--- src/rtl/spi_slave_sync.sv ---
// spi_slave_sync: SPI mode 0 slave (CPOL=0, CPHA=0), MSB first.
// SCLK, SS_n and MOSI are oversampled in the system clock domain through
// synchronizers and edge detectors. Back-to-back words may be exchanged
// inside one SS_n frame.
module spi_slave_sync #(
   parameter int DATA_WIDTH  = 8,
   parameter int SYNC_STAGES = 2
) (
   input  logic                  sysClk_i,
   input  logic                  reset_i,
   input  logic                  spiClk_i,
   input  logic                  ss_i_n,
   input  logic                  mosi_i,
   output logic                  miso_o,
   input  logic [DATA_WIDTH-1:0] byte_to_send_i,
   output logic [DATA_WIDTH-1:0] byte_received_o,
   output logic                  rx_valid_o,
   output logic                  busy_o,
   output logic                  abort_o
);

   localparam int               CNT_W    = (DATA_WIDTH > 1) ? $clog2(DATA_WIDTH) : 1;
   localparam logic [CNT_W-1:0] LAST_BIT = CNT_W'(DATA_WIDTH - 1);

   typedef enum logic [0:0] {
      SS_IDLE   = 1'b0,
      SS_ACTIVE = 1'b1
   } state_e;

   // synchronizer chains and edge-history flops
   logic [SYNC_STAGES-1:0] sclk_sync_q, ss_sync_q, mosi_sync_q;
   logic                   sclk_hist_q, ss_hist_q;

   // edge detection on the synchronized levels
   logic sclk_s, ss_s, mosi_s;
   logic sclk_rise_s, sclk_fall_s, ss_rise_s, ss_fall_s;

   // frame state and datapath
   state_e                state_q, state_d;
   logic [CNT_W-1:0]      bit_cnt_q, bit_cnt_d;
   logic [DATA_WIDTH-1:0] tx_q, tx_d;
   logic [DATA_WIDTH-2:0] rx_q, rx_d;
   logic [DATA_WIDTH-1:0] rx_word_s;
   logic                  miso_q, miso_d;
   logic [DATA_WIDTH-1:0] rx_byte_q, rx_byte_d;
   logic                  rx_valid_q, rx_valid_d;
   logic                  abort_q, abort_d;

   // Bring the asynchronous pins into the sysClk domain; all flops clear on reset
   // so an SS_n already low at reset release is not seen as a falling edge.
   always_ff @(posedge sysClk_i) begin
      if (!reset_i) begin
         sclk_sync_q <= '0;
         ss_sync_q   <= '0;
         mosi_sync_q <= '0;
         sclk_hist_q <= 1'b0;
         ss_hist_q   <= 1'b0;
      end else begin
         sclk_sync_q <= {sclk_sync_q[SYNC_STAGES-2:0], spiClk_i};
         ss_sync_q   <= {ss_sync_q[SYNC_STAGES-2:0], ss_i_n};
         mosi_sync_q <= {mosi_sync_q[SYNC_STAGES-2:0], mosi_i};
         sclk_hist_q <= sclk_sync_q[SYNC_STAGES-1];
         ss_hist_q   <= ss_sync_q[SYNC_STAGES-1];
      end
   end

   assign sclk_s      = sclk_sync_q[SYNC_STAGES-1];
   assign ss_s        = ss_sync_q[SYNC_STAGES-1];
   assign mosi_s      = mosi_sync_q[SYNC_STAGES-1];
   assign sclk_rise_s = sclk_s & ~sclk_hist_q;
   assign sclk_fall_s = ~sclk_s & sclk_hist_q;
   assign ss_rise_s   = ss_s & ~ss_hist_q;
   assign ss_fall_s   = ~ss_s & ss_hist_q;

   // Frame state, shift registers and registered outputs.
   always_ff @(posedge sysClk_i) begin
      if (!reset_i) begin
         state_q    <= SS_IDLE;
         bit_cnt_q  <= '0;
         tx_q       <= '0;
         rx_q       <= '0;
         miso_q     <= 1'b0;
         rx_byte_q  <= '0;
         rx_valid_q <= 1'b0;
         abort_q    <= 1'b0;
      end else begin
         state_q    <= state_d;
         bit_cnt_q  <= bit_cnt_d;
         tx_q       <= tx_d;
         rx_q       <= rx_d;
         miso_q     <= miso_d;
         rx_byte_q  <= rx_byte_d;
         rx_valid_q <= rx_valid_d;
         abort_q    <= abort_d;
      end
   end

   // Next-state logic: SS edges take priority over SCLK edges in the same cycle.
   always_comb begin
      state_d    = state_q;
      bit_cnt_d  = bit_cnt_q;
      tx_d       = tx_q;
      rx_d       = rx_q;
      miso_d     = miso_q;
      rx_byte_d  = rx_byte_q;
      rx_valid_d = 1'b0;
      abort_d    = 1'b0;
      rx_word_s  = {rx_q, mosi_s};

      case (state_q)
         SS_IDLE: begin
            miso_d = 1'b0;
            if (ss_fall_s) begin
               tx_d      = byte_to_send_i;
               miso_d    = byte_to_send_i[DATA_WIDTH-1];
               bit_cnt_d = '0;
               state_d   = SS_ACTIVE;
            end else begin
               bit_cnt_d = '0;
            end
         end
         SS_ACTIVE: begin
            if (ss_rise_s) begin
               // a partial word is dropped; only a mid-word end is an abort
               state_d   = SS_IDLE;
               miso_d    = 1'b0;
               bit_cnt_d = '0;
               abort_d   = (bit_cnt_q != '0);
            end else if (sclk_rise_s) begin
               rx_d = rx_word_s[DATA_WIDTH-2:0];
               if (bit_cnt_q == LAST_BIT) begin
                  rx_byte_d  = rx_word_s;
                  rx_valid_d = 1'b1;
                  bit_cnt_d  = '0;
                  tx_d       = byte_to_send_i;
                  miso_d     = byte_to_send_i[DATA_WIDTH-1];
               end else begin
                  bit_cnt_d = bit_cnt_q + 1'b1;
               end
            end else if (sclk_fall_s) begin
               // no shift at bit 0 keeps the MSB of a freshly loaded word on MISO
               if (bit_cnt_q != '0) begin
                  tx_d   = tx_q << 1;
                  miso_d = tx_q[DATA_WIDTH-2];
               end else begin
                  tx_d = tx_q;
               end
            end else begin
               state_d = SS_ACTIVE;
            end
         end
         default: begin
            state_d   = SS_IDLE;
            miso_d    = 1'b0;
            bit_cnt_d = '0;
         end
      endcase
   end

   assign miso_o          = miso_q;
   assign byte_received_o = rx_byte_q;
   assign rx_valid_o      = rx_valid_q;
   assign abort_o         = abort_q;
   assign busy_o          = (state_q == SS_ACTIVE);

endmodule

--- config.mk ---
export PLATFORM = sky130hd
export DESIGN_NAME = spi_slave_sync
export DESIGN_NICKNAME = d
export VERILOG_FILES = /design/src/rtl/spi_slave_sync.sv
export SDC_FILE = /design/constraint.sdc
export NUM_CORES = 1
export LEC_CHECK = 0
export CORE_MARGIN = 2
export CORE_UTILIZATION = 52
export DETAILED_ROUTE_END_ITERATION = 8
export GPL_TIMING_DRIVEN = 0
export HOLD_SLACK_MARGIN = 0.1
export PLACE_DENSITY_LB_ADDON = 0.2
export SLEW_MARGIN = 20
export SYNTH_ARGS = -nofsm -noshare
export SYNTH_HDL_FRONTEND = slang
export SYNTH_SLANG_ARGS = --single-unit
--- constraint.sdc ---
create_clock -name sysClk_i -period 1.8 [get_ports sysClk_i]
set_input_delay 0.54 -clock sysClk_i [delete_from_list [all_inputs] [get_ports sysClk_i]]
set_output_delay 0.54 -clock sysClk_i [all_outputs]
set_load 0.05 [all_outputs]
==> results of run 1 <==
-- state kept, by name, indices dropped and copies added (netlist names) --
register         count
miso_o               1
sclk_hist_q          1
mosi_sync_q          2
ss_hist_q            1
ss_sync_q            2
rx_q                 7
busy_o               1
sclk_sync_q          2
tx_q                 7
bit_cnt_q            3
byte_received_o      8
abort_o              1
rx_valid_o           1
-- through the flow --
stage,hold WS [ns],cell area [µm²]
global route,0.4676,2008
CTS,0.4484,2018
global placement,0.4178,1927
detailed placement,0.4216,1927
floorplan,0.4119,1632
finish,0.4430,2008
-- metal layers --
metal / vias up / wire length [µm] / global-route usage, %
li1: 619 / - / -
met1: 580 / 1369 / 25.00
met2: 30 / 1478 / 30.12
met3: 5 / 147 / 5.844
met4: 0 / 50 / 6.667
met5: - / 0 / 0
-- power groups by stage --
stage	clock (mW)	sequential [mW]	combinational, mW
after floorplan	0	0.858	0.0597
after global placement	0	0.855	0.104
after detailed placement	0	0.856	0.107
after CTS	0.740	0.837	0.107
after global routing	0.771	0.839	0.116
final	0.729	0.837	0.106
-- cell type report --
type | count | area, µm²
Multi-Input combinational cell | 112 | 819.5
Clock inverter | 3 | 68.82
Fill cell | 251 | 1020
Sequential cell | 37 | 740.7
Buffer | 10 | 56.30
Tap cell | 44 | 55.05
Clock buffer | 5 | 37.54
Timing Repair Buffer | 24 | 215.2
Inverter | 4 | 15.01
-- worst max-delay path by stage --
stage                                    startpoint              endpoint  slack, ns  depth (start not counted)
floorplan                         busy_o$_SDFF_PN0_   miso_o$_SDFFE_PN0P_       0.21                          5
global placement                            reset_i  tx_q[0]$_SDFFE_PN0P_       0.05                          4
detailed placement                          reset_i  tx_q[1]$_SDFFE_PN0P_      -0.02                          4
CTS                 byte_received_o[3]$_SDFFE_PN0P_    byte_received_o[3]      0.008                          1
global route                     abort_o$_SDFF_PN0_               abort_o      0.001                          1
finish              byte_received_o[5]$_SDFFE_PN0P_    byte_received_o[5]       0.05                          1
-- cells by family (layout without fill, tap and decap cells) --
| family | count (synthesis) | count (layout) |
|---|---|---|
| adders and majority gates | 4 | 4 |
| muxes | 22 | 22 |
| DFF | 37 | 37 |
| buffers and inverters | 14 | 46 |
| and+or+nand+nor | 64 | 64 |
| AOI/OAI and AO/OA | 22 | 22 |
-- timing repair --
action,CTS,global route
pin swaps,0,1
resized for setup,12,12
endpoints found under the setup margin,12,10
cloned,0,0
-- cells in the mapped netlist (all sizes together) --
library cell / count
a21boi: 6
a21oi: 3
a31oi: 1
a32oi: 1
and2: 9
and2b: 1
and3: 6
buf: 6
clkbuf: 4
dfxtp: 37
ha: 4
inv: 4
mux2i: 22
nand2: 16
nand2b: 2
nand3: 4
nand4: 1
nor2: 3
nor2b: 16
nor3: 3
nor3b: 1
nor4bb: 1
o21ai: 7
o22ai: 1
o2bb2ai: 1
o311a: 1
o32ai: 1
or2b: 1
==> results.yml, run 1 <==
die:
  boundaryPins: 25
  floorplan.core_area_mm2: 0.003028
  die_height_um: 60.02
  chipWidth_um: 60.02
  rows: 20
  initial_core_util_pct: 53.88
  design.die.area_mm2: 0.003602
min_path:
  min_delay_path_depth: 1
  min_to: "ss_sync_q[1]$_SDFF_PN0_"
  timing.hold.worst.class: "flop to flop"
  hold_start: "ss_sync_q[0]$_SDFF_PN0_"
place:
  place_ws_ns: -0.01973
  hpwl_um: 2245
  globalplace.congestion: 0.8101
  post-place-cells: 231
  place.port_buffers: 24
detailed_routing:
  post_drt_antenna_nets: 0
  routed_wirelength_um: 3046
  post_detailed_route_wirelength_per_cell_um: 12.74
  remaining_drc_errors: 0
  drt-vias-per-instance: 5.163
  total_number_of_vias: 1234
  initialDrtViolationCount: 71
  dr.pass1.iters: 4
logic_synthesis:
  synth.distinct_cells: 32
  synth_top_cells_by_area: "dfxtp_1 (45%), mux2i_1 (13%), nor2b_1 (6.1%)"
  synth.yosys.warnings: 0
  synth_top_cell_by_area: "dfxtp_1"
  post-synth-top-area-fraction_pct: 45.40
  mappedNetlistNets: 180
  synth_xor_area_share_pct: 0
  synth_sequential_area_ratio_pct: 45.40
  post_synth_fa_ha_maj_area_fraction_pct: 3.067
  main_combinational_cell_family_by_area_after_synthesis: "simple AND/OR/NAND/NOR gates"
  synth_area_per_cell_um2: 10.01
  synth-compound-area-share_pct: 10.89
  ys_ff_latch: 37
  post_synth_and_or_nand_nor_area_fraction_pct: 22.78
  muxShareOfSynthArea_pct: 13.50
  syn-instance-count: 163
  post_synth_instance_area_mm2: 0.001632
power:
  irDropWorstVdd_uv: 744.6
  power.share.switching_pct: 20.92
  internal_power_component_mw: 1.323
  fraction_of_power_consumed_by_the_clock_network_pct: 43.6
  power.static_leakage_nw: 0.9075
  power.share.sequential_pct: 50.1
  p_sw_uw: 349.8
  combinationalPowerShare_pct: 6.3
  post-layout-total-power_mw: 1.672
  power_density_mw_per_mm2: 832.8
sta:
  setup_repair_after_global_routing_missed_its_margin: "no"
  hold_viol: 0
  fin_crit_ns: 1.752
  timing.final.ws_setup_ns: 0.04785
  max_freq_ghz: 0.5707
  setup-violations-final: 0
  tns_ns: 0
  slew_headroom_pct: 67.76
  clock_skew_ns: 0.01380
  number_of_max_slew_violations_in_the_final_report: 0
  fin_crit_sh_pct: 97.34
  tightestPinTransition_ns: 0.4836
setup_path:
  criticalPathCategory: "flop to primary output"
  reg2reg_setup_slack_ns: 0.13
  worstPathCellList: "dlygate4sd2_1"
  r2r_cells: 5
  worst_path_dominant_cell_family: "buffers and inverters"
  rr_startpoint: "bit_cnt_q[0]$_SDFFE_PN0P_"
  worstPathArrival_ns: 1.21
  critical-path-max-stage-delay_ns: 0.53
  path_max_fanout: 2
  critPathRequiredTime_ns: 1.26
  critical_path.endpoint_type: "primary output"
  end_of_the_worst_register_to_register_path: "tx_q[1]$_SDFFE_PN0P_"
  crit_path_max_delay_cell_type: "dlygate4sd2_1"
  timing.critical_path.buf_inv: 1
  worst_setup_sp_type: "flop"
final_layout:
  synthToLayoutAreaGrowth_pct: 23.08
  final-instance-count-excl-fill: 239
  most_frequent_cells_in_the_layout: "dfxtp_1 (37), mux2i_1 (22), nor2b_1 (16), nand2_1 (16), clkdlybuf4s50_1 (12)"
  final_core_utilization_pct: 66.32
  post_route_cells_drive_above_1_share_pct: 11.28
  antennaDiodeCount: 0
  nets: 211
  mostFrequentLayoutCell: "dfxtp_1"
global_route:
  grt-ovfl-total: 0
  global_route_usage_sum_pct: 19.20
  grt_pass1_wl_um: 5023
  grt_start_max_net_pins: 14
  grt_pass1_vias: 1086
  grt_antenna_before_repair: 0
clocking:
  ctsLongestPathBuffers: 2
  cts_made_buffers: 5
  post_cts_hold_buffers: 0
  tritoncts: "done"
  cts.sinks: 37
  clk-insertion-delay-late_ns: 0.35
  clkTransAtPathRegs_ns: 0.11
  number_of_levels_the_h_tree_was_split_into: 2
  ctsRootBufferMaster: "clkbuf_4"
  cts.repair_timing.setup_buffer_count: 0
outcome:
  status: "completed"
flow_run:
  maxCapViolations: 0
No activity file was read; power rests on OpenSTA's default activity.
==> run 2, diff against run 1 <==
- CELL_PAD_IN_SITES_DETAIL_PLACEMENT: not set -> 0
- CELL_PAD_IN_SITES_GLOBAL_PLACEMENT: not set -> 1
- CORE_UTILIZATION: 52 -> 41
==> results.yml, run 2 (same netlist as run 1, synthesis figures left out) <==
detailed_routing:
  drt-vias-per-instance: 4.930
  post_detailed_route_wirelength_per_cell_um: 12.41
  initialDrtViolationCount: 23
  remaining_drc_errors: 0
  dr.pass1.iters: 4
  routed_wirelength_um: 3004
  post_drt_antenna_nets: 0
  total_number_of_vias: 1193
die:
  floorplan.core_area_mm2: 0.003744
  die_height_um: 67.08
  chipWidth_um: 67.08
  rows: 22
  initial_core_util_pct: 43.58
  boundaryPins: 25
  design.die.area_mm2: 0.004500
clocking:
  ctsLongestPathBuffers: 2
  tritoncts: "done"
  post_cts_hold_buffers: 0
  cts.sinks: 37
  number_of_levels_the_h_tree_was_split_into: 2
  clkTransAtPathRegs_ns: 0.06
  ctsRootBufferMaster: "clkbuf_8"
  cts_made_buffers: 5
  clk-insertion-delay-late_ns: 0.28
global_route:
  grt-ovfl-total: 0
  grt_pass1_vias: 1154
  grt_start_max_net_pins: 11
  global_route_usage_sum_pct: 16.34
  grt_antenna_before_repair: 0
  grt_pass1_wl_um: 5299
power:
  power_density_mw_per_mm2: 751.8
  power.share.sequential_pct: 55.6
  fraction_of_power_consumed_by_the_clock_network_pct: 37.3
  internal_power_component_mw: 1.189
  p_sw_uw: 316.5
  combinationalPowerShare_pct: 7.1
  power.static_leakage_nw: 0.9248
  irDropWorstVdd_uv: 496.9
  power.share.switching_pct: 21.02
sta:
  fin_crit_ns: 1.686
  slew_headroom_pct: 66.67
  fin_crit_sh_pct: 93.65
  fin_worst_hold_slack_ns: 0.4335
  number_of_max_slew_violations_in_the_final_report: 0
  max_freq_ghz: 0.5932
  setup_repair_after_global_routing_missed_its_margin: "no"
  tightestPinTransition_ns: 0.5000
  clock_skew_ns: 0.003515
  hold_viol: 0
  setup-violations-final: 0
setup_path:
  timing.critical_path.buf_inv: 1
  r2r_cells: 5
  critical_path.endpoint_type: "primary output"
  path_max_fanout: 2
  worstPathCellList: "dlygate4sd2_1"
  worst_setup_sp_type: "flop"
  critPathRequiredTime_ns: 1.26
  critical-path-max-stage-delay_ns: 0.53
  worstPathArrival_ns: 1.15
  timing.critical_path.depth: 1
  crit_path_max_delay_cell_type: "dlygate4sd2_1"
  worst_path_dominant_cell_family: "buffers and inverters"
  criticalPathCategory: "flop to primary output"
min_path:
  min_delay_path_depth: 1
  timing.hold.worst.class: "flop to flop"
final_layout:
  most_frequent_cells_in_the_layout: "dfxtp_1 (37), mux2i_1 (22), nor2b_1 (16), nand2_1 (16)"
  largest_register_ffs: 8
  antennaDiodeCount: 0
  mostFrequentLayoutCell: "dfxtp_1"
  nets: 211
  synthToLayoutAreaGrowth_pct: 22.78
  post_route_cells_drive_above_1_share_pct: 8.247
  final_core_utilization_pct: 53.51
place:
  place.port_buffers: 24
  hpwl_um: 2231
  globalplace.congestion: 0.7638
outcome:
  status: "completed"
flow_run:
  maxCapViolations: 0
run 2: area by class of cell:
type | count | area (µm²)
Clock buffer | 7 | 86.33
Fill cell | 346 | 1740
Buffer | 10 | 56.30
Inverter | 4 | 15.01
Sequential cell | 37 | 740.7
Tap cell | 48 | 60.06
Multi-Input combinational cell | 112 | 819.5
Timing Repair Buffer | 24 | 225.2
run 2: power groups by stage:
| stage | Clock [mW] | Sequential [mW] | Combinational [mW] |
|---|---|---|---|
| 2_1_floorplan | 0 | 0.858 | 0.0597 |
| 3_3_place_gp | 0 | 0.855 | 0.106 |
| 3_5_place_dp | 0 | 0.856 | 0.109 |
| 5_1_grt | 0.611 | 0.838 | 0.119 |
| 4_1_cts | 0.580 | 0.837 | 0.108 |
| 6_report | 0.562 | 0.837 | 0.107 |
run 2: worst paths after layout:
check / from / endpoint / slack, ns
max: busy_o$_SDFF_PN0_ / busy_o / 0.11
min: ss_sync_q[0]$_SDFF_PN0_ / ss_sync_q[1]$_SDFF_PN0_ / 0.43
max reg2reg: bit_cnt_q[0]$_SDFFE_PN0P_ / tx_q[6]$_SDFFE_PN0P_ / 0.11
min reg2reg: ss_sync_q[0]$_SDFF_PN0_ / ss_sync_q[1]$_SDFF_PN0_ / 0.43
run 2: metal layers:
metal | vias up | global-route usage (%) | routed length (µm)
met3 | 7 | 4.561 | 175
met4 | 0 | 7.653 | 61
met5 | - | 0 | 0
met1 | 533 | 21.16 | 1401
met2 | 35 | 24.88 | 1366
li1 | 618 | - | -
run 2: stage by stage:
stage / cells / setup slack [ns] / total power [mW] / cell area, µm² / TNS [ns]
floorplan: 163 / 0.2081 / 0.9180 / 1632 / 0
detailed placement: 235 / -0.05252 / 0.9644 / 1932 / -0.2012
global placement: 235 / -0.006980 / 0.9609 / 1932 / -0.006980
CTS: 242 / 0.09323 / 1.526 / 2003 / 0
finish: 242 / 0.1142 / 1.506 / 2003 / 0
global route: 242 / 0.007217 / 1.567 / 2003 / 0
run 2: worst reg2reg max path: stages (launching register included):
cell	delay, ns
dfxtp_1	0.33
ha_1	0.23
ha_1	0.27
o2bb2ai_4	0.17
a31oi_4	0.39
mux2i_1	0.22
run 2: repair_timing:
action,4_1_cts,5_1_grt
gates resized for setup,12,0
endpoints found under the setup margin,12,0
setup buffers,0,0
